==> src/rtl/uart_mem_loader_if.sv <==
// Bundle of the UART line and memory-write side of uart_mem_loader.
// The loader drives everything through the master modport except uart_rx.
interface uart_mem_loader_if;
    logic        uart_rx;
    logic        wr_en;
    logic [7:0]  wr_addr;
    logic [31:0] wr_data;
    logic        busy;
    logic        done;
    logic        frame_err;
    logic        cksum_err;

    modport master (
        input  uart_rx,
        output wr_en, wr_addr, wr_data, busy, done, frame_err, cksum_err
    );

    modport slave (
        output uart_rx,
        input  wr_en, wr_addr, wr_data, busy, done, frame_err, cksum_err
    );
endinterface

==> src/rtl/uart_mem_loader.sv <==
// UART (8N1) receiver that packs bytes MSB-first into 32-bit words and writes them to addresses 0x00..0xFF.
// Optional per-word checksum byte is enabled by defining LOADER_CKSUM_EN.
module uart_mem_loader #(
    parameter int CLK_FREQ     = 100_000_000,
    parameter int BAUD         = 115200,
    parameter int TIMEOUT_BITS = 32
) (
    input  logic               clk,
    input  logic               rst_n,
    uart_mem_loader_if.master  io_bus
);
    localparam int CLKS_PER_BIT   = CLK_FREQ / BAUD;
    localparam int HALF_BIT       = CLKS_PER_BIT / 2;
    localparam int TIMEOUT_CYCLES = TIMEOUT_BITS * CLKS_PER_BIT;
    localparam int CNT_W          = $clog2(CLKS_PER_BIT + 1);
    localparam int TO_W           = $clog2(TIMEOUT_CYCLES + 1);

    localparam logic [1:0] S_IDLE  = 2'd0;
    localparam logic [1:0] S_START = 2'd1;
    localparam logic [1:0] S_DATA  = 2'd2;
    localparam logic [1:0] S_STOP  = 2'd3;

`ifdef LOADER_CKSUM_EN
    localparam logic [2:0] LAST_BYTE = 3'd4;
    localparam int         WORD_W    = 32;

    function automatic logic [7:0] cksum8(input logic [31:0] w);
        return w[31:24] + w[23:16] + w[15:8] + w[7:0];
    endfunction
`else
    localparam logic [2:0] LAST_BYTE = 3'd3;
    localparam int         WORD_W    = 24;
`endif

    logic              r_rx_meta;
    logic              r_rx_sync;
    logic              r_rx_prev;
    logic [1:0]        r_state;
    logic [CNT_W-1:0]  r_clk_cnt;
    logic [2:0]        r_bit_idx;
    logic [7:0]        r_rx_byte;
    logic [2:0]        r_byte_cnt;
    logic [WORD_W-1:0] r_word;
    logic [TO_W-1:0]   r_idle_cnt;
    logic              r_wr_en;
    logic [7:0]        r_wr_addr;
    logic [31:0]       r_wr_data;
    logic              r_done;
    logic              r_frame_err;
    logic              r_cksum_err;

    logic w_fall;
    logic w_sample;
    logic w_stop_ok;
    logic w_stop_bad;
    logic w_timeout;

    assign w_fall     = r_rx_prev & ~r_rx_sync;
    assign w_sample   = (r_clk_cnt == {CNT_W{1'b0}});
    assign w_stop_ok  = (r_state == S_STOP) & w_sample &  r_rx_sync;
    assign w_stop_bad = (r_state == S_STOP) & w_sample & ~r_rx_sync;
    assign w_timeout  = (r_state == S_IDLE) && (r_byte_cnt != 3'd0) &&
                        (r_idle_cnt == TO_W'(TIMEOUT_CYCLES - 1));

    // Two-flop synchronizer plus one delayed copy for falling-edge detection.
    always_ff @(posedge clk or negedge rst_n) begin
        if (!rst_n) begin
            r_rx_meta <= 1'b1;
            r_rx_sync <= 1'b1;
            r_rx_prev <= 1'b1;
        end else begin
            r_rx_meta <= io_bus.uart_rx;
            r_rx_sync <= r_rx_meta;
            r_rx_prev <= r_rx_sync;
        end
    end

    // Receive FSM: counts down to each sample point and shifts data in LSB first.
    always_ff @(posedge clk or negedge rst_n) begin
        if (!rst_n) begin
            r_state   <= S_IDLE;
            r_clk_cnt <= {CNT_W{1'b0}};
            r_bit_idx <= 3'd0;
            r_rx_byte <= 8'd0;
        end else begin
            case (r_state)
                S_IDLE: begin
                    if (w_fall) begin
                        r_state   <= S_START;
                        r_clk_cnt <= CNT_W'(HALF_BIT);
                    end
                end
                S_START: begin
                    if (!w_sample) begin
                        r_clk_cnt <= r_clk_cnt - CNT_W'(1);
                    end else if (!r_rx_sync) begin
                        r_state   <= S_DATA;
                        r_clk_cnt <= CNT_W'(CLKS_PER_BIT - 1);
                        r_bit_idx <= 3'd0;
                    end else begin
                        r_state   <= S_IDLE;
                    end
                end
                S_DATA: begin
                    if (!w_sample) begin
                        r_clk_cnt <= r_clk_cnt - CNT_W'(1);
                    end else begin
                        r_rx_byte <= {r_rx_sync, r_rx_byte[7:1]};
                        r_clk_cnt <= CNT_W'(CLKS_PER_BIT - 1);
                        if (r_bit_idx == 3'd7) begin
                            r_state <= S_STOP;
                        end else begin
                            r_bit_idx <= r_bit_idx + 3'd1;
                        end
                    end
                end
                S_STOP: begin
                    // Back to IDLE on the stop sample itself, good or bad.
                    if (w_sample) begin
                        r_state <= S_IDLE;
                    end else begin
                        r_clk_cnt <= r_clk_cnt - CNT_W'(1);
                    end
                end
                default: begin
                    r_state <= S_IDLE;
                end
            endcase
        end
    end

    // Idle-gap counter for discarding a partially assembled word.
    always_ff @(posedge clk or negedge rst_n) begin
        if (!rst_n) begin
            r_idle_cnt <= {TO_W{1'b0}};
        end else if ((r_state != S_IDLE) || (r_byte_cnt == 3'd0) || w_timeout) begin
            r_idle_cnt <= {TO_W{1'b0}};
        end else begin
            r_idle_cnt <= r_idle_cnt + TO_W'(1);
        end
    end

    // Word assembly, write strobe, address sequencing and error pulses.
    always_ff @(posedge clk or negedge rst_n) begin
        if (!rst_n) begin
            r_byte_cnt  <= 3'd0;
            r_word      <= {WORD_W{1'b0}};
            r_wr_en     <= 1'b0;
            r_wr_addr   <= 8'd0;
            r_wr_data   <= 32'd0;
            r_done      <= 1'b0;
            r_frame_err <= 1'b0;
            r_cksum_err <= 1'b0;
        end else begin
            r_wr_en     <= 1'b0;
            r_frame_err <= 1'b0;
            r_cksum_err <= 1'b0;

            // The write to 0xFF wraps the address and locks out further writes.
            if (r_wr_en) begin
                r_wr_addr <= r_wr_addr + 8'd1;
                if (r_wr_addr == 8'hFF) begin
                    r_done <= 1'b1;
                end
            end

            if (w_timeout) begin
                r_byte_cnt <= 3'd0;
            end else if (w_stop_bad) begin
                r_frame_err <= 1'b1;
                r_byte_cnt  <= 3'd0;
            end else if (w_stop_ok) begin
                if (r_byte_cnt == LAST_BYTE) begin
                    r_byte_cnt <= 3'd0;
`ifdef LOADER_CKSUM_EN
                    if (r_rx_byte != cksum8(r_word)) begin
                        r_cksum_err <= 1'b1;
                    end else if (!r_done) begin
                        r_wr_en   <= 1'b1;
                        r_wr_data <= r_word;
                    end
`else
                    if (!r_done) begin
                        r_wr_en   <= 1'b1;
                        r_wr_data <= {r_word, r_rx_byte};
                    end
`endif
                end else begin
                    r_word     <= {r_word[WORD_W-9:0], r_rx_byte};
                    r_byte_cnt <= r_byte_cnt + 3'd1;
                end
            end
        end
    end

    assign io_bus.wr_en     = r_wr_en;
    assign io_bus.wr_addr   = r_wr_addr;
    assign io_bus.wr_data   = r_wr_data;
    assign io_bus.done      = r_done;
    assign io_bus.frame_err = r_frame_err;
    assign io_bus.cksum_err = r_cksum_err;
    assign io_bus.busy      = (r_state != S_IDLE) || (r_byte_cnt != 3'd0);

endmodule

==> src/flat_wrapper.sv <==
// flat-port wrapper written by rule: the top's interface ports become plain ports
module uart_mem_loader_flat 
#(
    parameter int CLK_FREQ     = 100_000_000,
    parameter int BAUD         = 115200,
    parameter int TIMEOUT_BITS = 32
)
  (clk, rst_n, io_bus_uart_rx, io_bus_wr_en, io_bus_wr_addr, io_bus_wr_data, io_bus_busy, io_bus_done, io_bus_frame_err, io_bus_cksum_err);
  uart_mem_loader_if io_bus_i ();
  input  logic clk;
  input  logic rst_n;
  input wire logic [$bits(io_bus_i.uart_rx)-1:0] io_bus_uart_rx;
  output wire logic [$bits(io_bus_i.wr_en)-1:0] io_bus_wr_en;
  output wire logic [$bits(io_bus_i.wr_addr)-1:0] io_bus_wr_addr;
  output wire logic [$bits(io_bus_i.wr_data)-1:0] io_bus_wr_data;
  output wire logic [$bits(io_bus_i.busy)-1:0] io_bus_busy;
  output wire logic [$bits(io_bus_i.done)-1:0] io_bus_done;
  output wire logic [$bits(io_bus_i.frame_err)-1:0] io_bus_frame_err;
  output wire logic [$bits(io_bus_i.cksum_err)-1:0] io_bus_cksum_err;
  assign io_bus_i.uart_rx = io_bus_uart_rx;
  assign io_bus_wr_en = io_bus_i.wr_en;
  assign io_bus_wr_addr = io_bus_i.wr_addr;
  assign io_bus_wr_data = io_bus_i.wr_data;
  assign io_bus_busy = io_bus_i.busy;
  assign io_bus_done = io_bus_i.done;
  assign io_bus_frame_err = io_bus_i.frame_err;
  assign io_bus_cksum_err = io_bus_i.cksum_err;
  uart_mem_loader #(.CLK_FREQ(CLK_FREQ), .BAUD(BAUD), .TIMEOUT_BITS(TIMEOUT_BITS)) u_core (.clk(clk), .rst_n(rst_n), .io_bus(io_bus_i));
endmodule
==> config.mk <==
export PLATFORM = sky130hd
export DESIGN_NAME = uart_mem_loader_flat
export DESIGN_NICKNAME = d
export VERILOG_FILES = /design/src/rtl/uart_mem_loader_if.sv /design/src/rtl/uart_mem_loader.sv /design/src/flat_wrapper.sv
export SDC_FILE = /design/constraint.sdc
export NUM_CORES = 1
export LEC_CHECK = 0
export BUFFER_PORTS_ARGS = -buffer_cell sky130_fd_sc_hd__buf_2
export CAP_MARGIN = 20
export CORE_MARGIN = 3
export CORE_UTILIZATION = 53
export CTS_CLUSTER_DIAMETER = 60
export CTS_CLUSTER_SIZE = 24
export DETAILED_ROUTE_END_ITERATION = 16
export PLACE_DENSITY_LB_ADDON = 0.25
export SLEW_MARGIN = 20
export SYNTH_ARGS = -nofsm -noshare
export SYNTH_HDL_FRONTEND = slang
export SYNTH_SLANG_ARGS = --single-unit
==> constraint.sdc <==
create_clock -name clk -period 6.5 [get_ports clk]
set_input_delay 1.95 -clock clk [delete_from_list [all_inputs] [get_ports clk]]
set_output_delay 1.95 -clock clk [all_outputs]
set_load 0.02 [all_outputs]
Yosys cells after proc, flatten, opt, wreduce, memory -nomap -nowiden
Index checks and enable logic that the tools add are counted.
{"block": "classes", "n_reduce_logical": 19, "muxes": 30, "n_bitwise": 9, "addsub": 5, "eq_ne": 16}
{"op": "$mux 10", "count": 5}
{"op": "$pmux 10 s4", "count": 1}
{"op": "$mux 3", "count": 8}
{"op": "$add 15x1->15 const B", "count": 1}
{"op": "$eq 15x15->1 const B", "count": 1}
{"op": "$mux 15", "count": 1}
{"op": "$reduce_and 5->1", "count": 3}
{"op": "$mux 2", "count": 6}
{"op": "$logic_not 10->1", "count": 1}
{"op": "$ne 2x1->1 const B", "count": 5}
{"op": "$sub 10x1->10 const B", "count": 1}
{"op": "$add 8x1->8 const B", "count": 1}
{"op": "$eq 8x8->1 const B", "count": 1}
{"op": "$pmux 2 s4", "count": 1}
{"op": "$mux 1", "count": 7}
{"op": "$add 3x1->3 const B", "count": 2}
{"op": "$ne 2x2->1 const B", "count": 3}
{"op": "$pmux 3 s2", "count": 1}
{"op": "$reduce_bool 3->1", "count": 2}
{"op": "$not 1->1", "count": 5}
{"op": "$and 1x1->1", "count": 4}
{"op": "$eq 2x2->1 const B", "count": 2}
{"op": "$reduce_and 2->1", "count": 2}
{"op": "$reduce_and 4->1", "count": 1}
{"op": "other kinds (10)", "count": 14}
{"block": "word_totals", "regBits": 111}

Depth between registers and ports, before layout
Gate-level depths: netlist (run 1).
{"block": "logic_depth", "depth_word": 6, "ltp_mapped": 7}

Least setup slack after synthesis (run 1)
OpenSTA, ideal clock, no wires.
{"block": "synth_path", "path_type": "register -> output", "start": "register u_core.r_state[0]", "end": "output io_bus_busy", "slack_ns": 3.671, "t_arrival_ns": 0.879, "n_path_buf": 0, "path_stages_with_launch": 4, "cell_sequence": "dfrtp_1 -> inv_1 -> ha_1 -> nand3_1"}
{"block": "synth_between", "elab_chain_len": 2}
{"item": "start: declaration", "line": "uart_mem_loader.sv:38", "text": "logic [1:0] r_state;"}
{"item": "start signal: assignment", "line": "uart_mem_loader.sv:81", "text": "r_state <= S_IDLE;"}
{"item": "start signal: assignment", "line": "uart_mem_loader.sv:89", "text": "r_state <= S_START;"}
{"item": "start signal: assignment", "line": "uart_mem_loader.sv:97", "text": "r_state <= S_DATA;"}
{"item": "$reduce_bool 2->1", "line": "uart_mem_loader.sv:202", "text": "assign io_bus.busy = (r_state != S_IDLE) || (r_byte_cnt != 3'd0);"}
{"item": "$logic_or 1x1->1", "line": "uart_mem_loader.sv:202"}
{"item": "end: declaration", "line": "flat_wrapper.sv:16", "text": "output wire logic [$bits(io_bus_i.busy)-1:0] io_bus_busy;"}
No other way between the ends.

Final worst setup path (run 1)
Ends and elaborated chain as after synthesis.

==> Flow_metrics.wiki, run 1 <==
{| class="wikitable"
! Metric !! Value
|-
| Result of the run || finished, final reports clean
|-
| Cell at the root of the clock tree || sky130_fd_sc_hd__clkbuf_8
|-
| Avg Vias per Cell || between 5 and 6
|-
| Clk sink count || 111
|-
| Number of synthesized flops with an enable pin || 0
|-
| Share of Yosys cell area claimed by the top area cell type || 0.536
|-
| Cell with the most instances after synthesis || sky130_fd_sc_hd__dfrtp_1
|-
| Pins over their slew limit || 0
|-
| First-pass GRT wire length || 15.9 mm
|-
| Gr usage total || 0.179
|-
| Core region area || about 9000 µm²
|-
| Maximum cell stage delay along the critical path || 0.43 ns
|-
| Post-detailed-placement cell area || between 5000 and 6000 µm²
|-
| Number of detailed-route iterations in the first pass || 4
|-
| Sequential share of power || 0.534
|-
| Number of hold buffers added after cts || 0
|-
| Depth of the worst register-to-register path || 6
|-
| Standard-cell row count || 34
|-
| Final HPWL DP || slightly above 6 mm
|-
| Net switching fraction of the power || 0.322
|-
| Yosys warning count || 0
|-
| Net count after synthesis || ~410
|-
| Post-route antenna net violation count || 0
|-
| Share of synthesized area occupied by flip-flops and latches || 0.552
|-
| Post-route cell area || 5560 µm²
|-
| Share of the clock period used by the worst path || 0.521
|-
| Total wirelength of the detailed-routed design || roughly 9.1 mm
|-
| Fraction of final layout cells with drive strength greater than 1 || 0.318
|-
| Final count of hold timing violations || 0
|-
| Antenna Diode Count || 0
|-
| Count of buffers inserted at the top-level ports || 46
|-
| Number of buffers between clock root and the deepest sink || 2
|-
| Crit Path Max Fanout || 5
|-
| End-of-flow core utilization || 0.619
|-
| Initial cell density of the core || 0.562
|-
| Mean Syn Cell Area || approximately 13 µm²
|-
| Data required time of the worst path || ~4.6 ns
|-
| Internal portion of total power || about 970 µW
|-
| TritonCTS buffer count || 9
|-
| Detailed Route Iter0 Violations || 193
|-
| Post-synth top area cell || sky130_fd_sc_hd__dfrtp_1
|-
| DRC Markers || 0
|-
| Cells resized by post-CTS repair || 0
|-
| Clock transition at the registers of the reported paths || between 0.1 and 0.15 ns
|-
| Number of antenna violations at the first check in global routing || 0
|-
| Vias || approximately 3.2k
|-
| Leftover overflow at the end of global routing || 0
|-
| Post-CTS setup-driven buffer insertion count || 0
|-
| Area delta synth->final || 10.2%
|-
| Slowest cell on the critical path || sky130_fd_sc_hd__dfrtp_1
|-
| Type of the tightest min-delay check || flip-flop to flip-flop
|-
| Final sum of negative setup slack || 0 ns
|-
| Vias in the first global route || approximately 3.3k
|-
| Final Wtd Congestion || between 0.8 and 0.9
|-
| Tightest Pin Transition || 0.968 ns
|-
| Cell Count, Final, Fillers Out || between 500 and 600
|-
| Worst hold path depth || 0
|-
| Final count of negative-setup-slack endpoints || 0
|-
| Final Skew || about 0.014 ns
|-
| Peak clock frequency supported by timing || 295 MHz
|-
| Clock network latency to the later pin of the worst-skew pair || between 0.3 and 0.4 ns
|-
| Smallest setup slack after layout || roughly 3.1 ns
|-
| Minimum setup slack after placement || ~3.2 ns
|-
| Headroom to the max-slew limit || 0.349
|-
| Synth Flop Type || sky130_fd_sc_hd__dfrtp_1
|-
| Routed len/inst || around 16 µm
|-
| Gate count after technology mapping || 399
|-
| Die height || between 100 and 150 µm
|-
| Cell breakdown of the critical path || inv_1, ha_1, nand3_1, buf_2
|-
| Yosys cell types || 55
|-
| H-tree Lvls || 3
|-
| CTS tree || yes
|-
| NetSw || 460 µW
|-
| Kind of critical path || flip-flop to output pin
|-
| Combinational Power Share || 0.173
|-
| P_leak || between 2 and 3 nW
|-
| Chip width || 104 µm
|-
| Pwr dens || 257 nW/µm²
|-
| Startpoint type of the worst setup path || flip-flop
|-
| Number of violations of the max-capacitance limit || 0
|-
| Type of destination of the critical path || output pin
|-
| Minimum clock period after layout || 3.39 ns
|-
| WP data arrival || between 1 and 1.5 ns
|-
| Reg-to-reg startpoint || u_core.r_clk_cnt[0]$_DFFE_PN0P_
|-
| Clock network fraction of total power || 0.293
|-
| NumNets Final || approximately 460
|-
| Reg2reg end || u_core.r_clk_cnt[7]$_DFFE_PN0P_
|-
| Proportion of synthesized flip-flops having asynchronous set or reset || 1.00
|-
| Setup slack, reg-to-reg || approximately 3.7 ns
|-
| Number of storage elements in the synthesis netlist || between 100 and 150
|-
| Main area contributors after synthesis || sky130_fd_sc_hd__dfrtp_1 54%, sky130_fd_sc_hd__mux2_2 14%, sky130_fd_sc_hd__ha_1 3.0%
|-
| Syn Std Cell Area || roughly 5000 µm²
|-
| Die area || between 10000 and 15000 µm²
|-
| Sink of the worst hold path || u_core.r_rx_sync$_DFF_PN1_
|-
| Setup repair after global routing missed its margin || no
|-
| Commonest cells post-synth || 108 x sky130_fd_sc_hd__dfrtp_1, 63 x sky130_fd_sc_hd__mux2_2, 29 x sky130_fd_sc_hd__nor2_1
|-
| Peak supply drop || around 0.12 mV
|-
| Total placed cells including tap cells || around 560
|-
| Boundary pin count || 48
|-
| Worst hold start || u_core.r_rx_meta$_DFF_PN1_
|-
| Pin count of the biggest net entering global routing || between 60 and 70
|}
-- per-stage QoR --
step	total power, mW	hold WS (ns)
global placement	1.01	0.346
global route	1.50	0.369
detailed placement	1.02	0.348
CTS	1.44	0.372
floorplan	0.958	0.345
finish	1.43	0.368
-- power by group through the flow --
stage / sequential, mW / combinational (mW) / clock (mW)
floorplan: 0.760 / 0.198 / 0
global placement: 0.772 / 0.237 / 0
detailed placement: 0.774 / 0.247 / 0
CTS: 0.760 / 0.248 / 0.435
global route: 0.766 / 0.277 / 0.459
finish: 0.761 / 0.247 / 0.418
-- critical path, delay by kind of cell (launching register included) --
family / cells / cell delay, ns
buffers and inverters: 2 / 0.33
adders and majority gates: 1 / 0.20
and+or+nand+nor: 1 / 0.10
DFF: 1 / 0.43
-- state kept, by name, summed over array words and instances (netlist names), named ones only --
signal / flops
u_core.io_bus.wr_data: 32
u_core.r_word: 24
u_core.r_idle_cnt: 15
u_core.r_clk_cnt: 10
u_core.io_bus.wr_addr: 8
u_core.r_rx_byte: 8
u_core.r_bit_idx: 3
u_core.r_byte_cnt: 3
u_core.io_bus.done: 1
u_core.io_bus.frame_err: 1
u_core.io_bus.wr_en: 1
u_core.r_rx_meta: 1
u_core.r_rx_prev: 1
u_core.r_rx_sync: 1
u_core.r_state: 1
-- layer usage --
metal / track usage / part of all wire
met2: 0.289 / 0.49
met5: 0 / 0
met3: 0.0485 / 0.047
met1: 0.238 / 0.45
met4: 0.0541 / 0.011
-- how the worst max path moves through the flow --
stage               slack (ns)                             end  cells past startpoint                           from
floorplan                 3.67                     io_bus_busy                      3  u_core.r_state[0]$_DFFE_PN0P_
global route              3.00                     io_bus_busy                      4  u_core.r_state[0]$_DFFE_PN0P_
CTS                       3.07                     io_bus_busy                      4  u_core.r_state[0]$_DFFE_PN0P_
finish                    3.11                     io_bus_busy                      4  u_core.r_state[0]$_DFFE_PN0P_
global placement          3.28  u_core.r_idle_cnt[0]$_DFF_PN0_                      2                          rst_n
detailed placement        3.23  u_core.r_idle_cnt[1]$_DFF_PN0_                      2                          rst_n
-- logic make-up after synthesis --
family / Yosys count / share of synthesized area
xor gates and xnor gates: 20 / 0.0347
and+or+nand+nor: 106 / 0.127
buffers and inverters: 34 / 0.0360
muxes: 65 / 0.145
other: 1 / 0.000744
adders and majority gates: 12 / 0.0298
DFF: 111 / 0.552
AOI/OAI and AO/OA: 50 / 0.0752
-- cells in the final DEF (no fill, tap or decap), types with 6 or more instances in the layout --
master / instances
sky130_fd_sc_hd__o21ai_0: 9
sky130_fd_sc_hd__nand2_1: 11
sky130_fd_sc_hd__ha_1: 12
sky130_fd_sc_hd__clkbuf_8: 9
sky130_fd_sc_hd__nor2_1: 29
sky130_fd_sc_hd__mux2_2: 63
sky130_fd_sc_hd__o31ai_1: 8
sky130_fd_sc_hd__nand4_1: 12
sky130_fd_sc_hd__inv_1: 15
sky130_fd_sc_hd__xor2_1: 14
sky130_fd_sc_hd__buf_2: 45
sky130_fd_sc_hd__dfrtp_1: 108
sky130_fd_sc_hd__and3_1: 7
sky130_fd_sc_hd__nand3_1: 7
sky130_fd_sc_hd__xnor2_1: 6
sky130_fd_sc_hd__a21oi_1: 7
-- area by class of cell --
type                            count  area, µm²
Fill cell                         711       3420
Sequential cell                   111       2780
Multi-Input combinational cell    254       2090
Timing Repair Buffer               50        263
Tap cell                          126        158
Clock buffer                        9        124
Clock inverter                      7       88.8
Inverter                           15       56.3
Note: power is estimated with default switching activity, not from simulation.
==> run 2, diff against run 1 <==
==> constraint.sdc (replaced) <==
create_clock -name clk -period 3 [get_ports clk]
set_input_delay 0.9 -clock clk [delete_from_list [all_inputs] [get_ports clk]]
set_output_delay 0.9 -clock clk [all_outputs]
set_load 0.02 [all_outputs]
==> run 2 against run 1 <==
  * Combinational power rose by 120%
  * Clock skew rose by 0.0026 ns
  * Critical path type is now flip-flop to flip-flop
  * First-iteration DRC count fell by 17%
  * Cell count rose by 0.70%
  * Utilization rose by 0.22 points
  * Die area did not move
  * Register-to-register slack got worse by 3.1 ns
  * Final area rose by 0.36%
  * Sequential cell count did not move
==> Flow_metrics.wiki, run 2 (synthesized netlist as in run 1, its figures left out) <==
{| class="wikitable"
! Metric !! Value
|-
| Clock transition at the registers of the reported paths || about 0.11 ns
|-
| Routed len/inst || ~16 µm
|-
| Share of the clock period used by the worst path || 0.806
|-
| Startpoint type of the worst setup path || flip-flop
|-
| Kind of critical path || flip-flop to flip-flop
|-
| Detailed Route Iter0 Violations || 160
|-
| Final sum of negative setup slack || 0 ns
|-
| Depth of the worst register-to-register path || 7
|-
| TritonCTS buffer count || 9
|-
| Type of destination of the critical path || flip-flop
|-
| Tightest Pin Transition || 0.620 ns
|-
| Clock network latency to the later pin of the worst-skew pair || about 0.38 ns
|-
| Total wirelength of the detailed-routed design || between 9 and 10 mm
|-
| Chip width || between 100 and 150 µm
|-
| Headroom to the max-slew limit || 0.586
|-
| Data required time of the worst path || approximately 3.3 ns
|-
| Cells resized by post-CTS repair || 0
|-
| Post-detailed-placement cell area || 5400 µm²
|-
| Number of hold buffers added after cts || 0
|-
| CTS tree || yes
|-
| Vias in the first global route || ~3.3k
|-
| Avg Vias per Cell || approximately 5.6
|-
| Cell at the root of the clock tree || sky130_fd_sc_hd__clkbuf_8
|-
| Pwr dens || around 550 nW/µm²
|-
| Fraction of final layout cells with drive strength greater than 1 || 0.322
|-
| Die area || between 10000 and 15000 µm²
|-
| Core region area || roughly 9000 µm²
|-
| Metal3 WL || ~430 µm
|-
| Gr usage total || 0.183
|-
| H-tree Lvls || 3
|-
| P_leak || 2.77 nW
|-
| Type of the tightest min-delay check || input port to async pin
|-
| Number of buffers between clock root and the deepest sink || 2
|-
| Vias || about 3.2k
|-
| Number of antenna violations at the first check in global routing || 0
|-
| Area delta synth->final || 10.6%
|-
| NumNets Final || around 460
|-
| Antenna Diode Count || 0
|-
| Boundary pin count || 48
|-
| Most frequent cells in the layout || 108 x sky130_fd_sc_hd__dfrtp_1, 63 x sky130_fd_sc_hd__mux2_2, 45 x sky130_fd_sc_hd__buf_2, 29 x sky130_fd_sc_hd__nor2_1, 15 x sky130_fd_sc_hd__inv_1
|-
| Result of the run || finished, final reports clean
|-
| Die height || between 100 and 150 µm
|-
| Post-CTS setup-driven buffer insertion count || 0
|-
| Final Wtd Congestion || approximately 0.84
|-
| Post-route cell area || around 5600 µm²
|-
| Pin count of the biggest net entering global routing || 69
|-
| Final HPWL DP || between 6 and 7 mm
|-
| Crit Path Max Fanout || 24
|-
| Minimum clock period after layout || 2.42 ns
|-
| Uppermost layer routed || met4
|-
| Count of buffers inserted at the top-level ports || 46
|-
| First-pass GRT wire length || roughly 16 mm
|-
| Final count of hold timing violations || 0
|-
| Final Skew || between 0.015 and 0.02 ns
|-
| Number of detailed-route iterations in the first pass || 4
|-
| Pins over their slew limit || 0
|-
| Setup repair after global routing missed its margin || no
|-
| Peak clock frequency supported by timing || a little over 400 MHz
|-
| DRC Markers || 0
|-
| Initial cell density of the core || 0.562
|-
| Leftover overflow at the end of global routing || 0
|-
| Number of violations of the max-capacitance limit || 0
|-
| Power, Total || around 3.0 mW
|-
| Post-route met1 wirelength || 4.40 mm
|-
| WP data arrival || roughly 2.7 ns
|-
| Peak supply drop || just under 0.3 mV
|-
| Clk sink count || between 100 and 150
|-
| Final count of negative-setup-slack endpoints || 0
|-
| Max reg flops || 32
|-
| Commonest non-fill, non-tap cell in the layout || sky130_fd_sc_hd__dfrtp_1
|-
| Met2 routed wirelength || 4.30 mm
|-
| Post-route antenna net violation count || 0
|-
| Standard-cell row count || 34
|}
-- run 2: routing by layer --
layer / up-vias / GRT usage
met3: 8 / 0.0547
met2: 72 / 0.286
li1: 1532 / -
met1: 1631 / 0.253
met5: - / 0
met4: 0 / 0.0437
-- run 2: worst paths after layout --
| path | slack (ns) | startpoint | to |
|---|---|---|---|
| min in group clk | 0.37 | u_core.r_rx_meta$_DFF_PN1_ | u_core.r_rx_sync$_DFF_PN1_ |
| hold / removal | 0.33 | rst_n | u_core.r_idle_cnt[4]$_DFF_PN0_ |
| setup / recovery | 0.58 | u_core.r_clk_cnt[1]$_DFFE_PN0P_ | u_core.r_word[10]$_DFFE_PN0P_ |
| hold reg to reg | 0.37 | u_core.r_rx_meta$_DFF_PN1_ | u_core.r_rx_sync$_DFF_PN1_ |
| max in group asynchronous | 1.99 | rst_n | u_core.r_rx_sync$_DFF_PN1_ |
| setup reg to reg | 0.58 | u_core.r_clk_cnt[1]$_DFFE_PN0P_ | u_core.r_word[10]$_DFFE_PN0P_ |
-- run 2: layout make-up --
type	instances	area (µm²)
Inverter	15	56.3
Timing Repair Buffer	55	325
Fill cell	719	3400
Clock inverter	6	52.6
Sequential cell	111	2780
Clock buffer	9	124
Tap cell	126	158
Multi-Input combinational cell	254	2080
-- run 2: stage by stage --
| stage | util | hold slack, ns | std cells | setup slack (ns) |
|---|---|---|---|---|
| 3_5_place_dp | 0.602 | 0.352 | 561 | 0.573 |
| 2_1_floorplan | - | 0.345 | 399 | 0.694 |
| 3_3_place_gp | 0.602 | 0.354 | 561 | 0.658 |
| 4_1_cts | 0.621 | 0.315 | 576 | 0.558 |
| 6_report | 0.621 | 0.334 | 576 | 0.581 |
| 5_1_grt | 0.621 | 0.314 | 576 | 0.423 |
-- run 2: where the power goes --
group / total, mW / leakage, nW / switching (mW) / internal (mW)
combinational: 0.553 / 1.16 / 0.344 / 0.209
clock: 0.838 / 0.0895 / 0.525 / 0.313
sequential: 1.65 / 1.52 / 0.0964 / 1.56
-- run 2: worst max-delay path, cell delays in order (launching register included) --
cell and delay [ns]:
sky130_fd_sc_hd__dfrtp_1 0.41, sky130_fd_sc_hd__inv_1 0.08, sky130_fd_sc_hd__ha_1 0.22, sky130_fd_sc_hd__nor4b_4 0.31
sky130_fd_sc_hd__nand4_4 0.23, sky130_fd_sc_hd__a311oi_4 0.32, sky130_fd_sc_hd__buf_4 0.35, sky130_fd_sc_hd__mux2_2 0.38
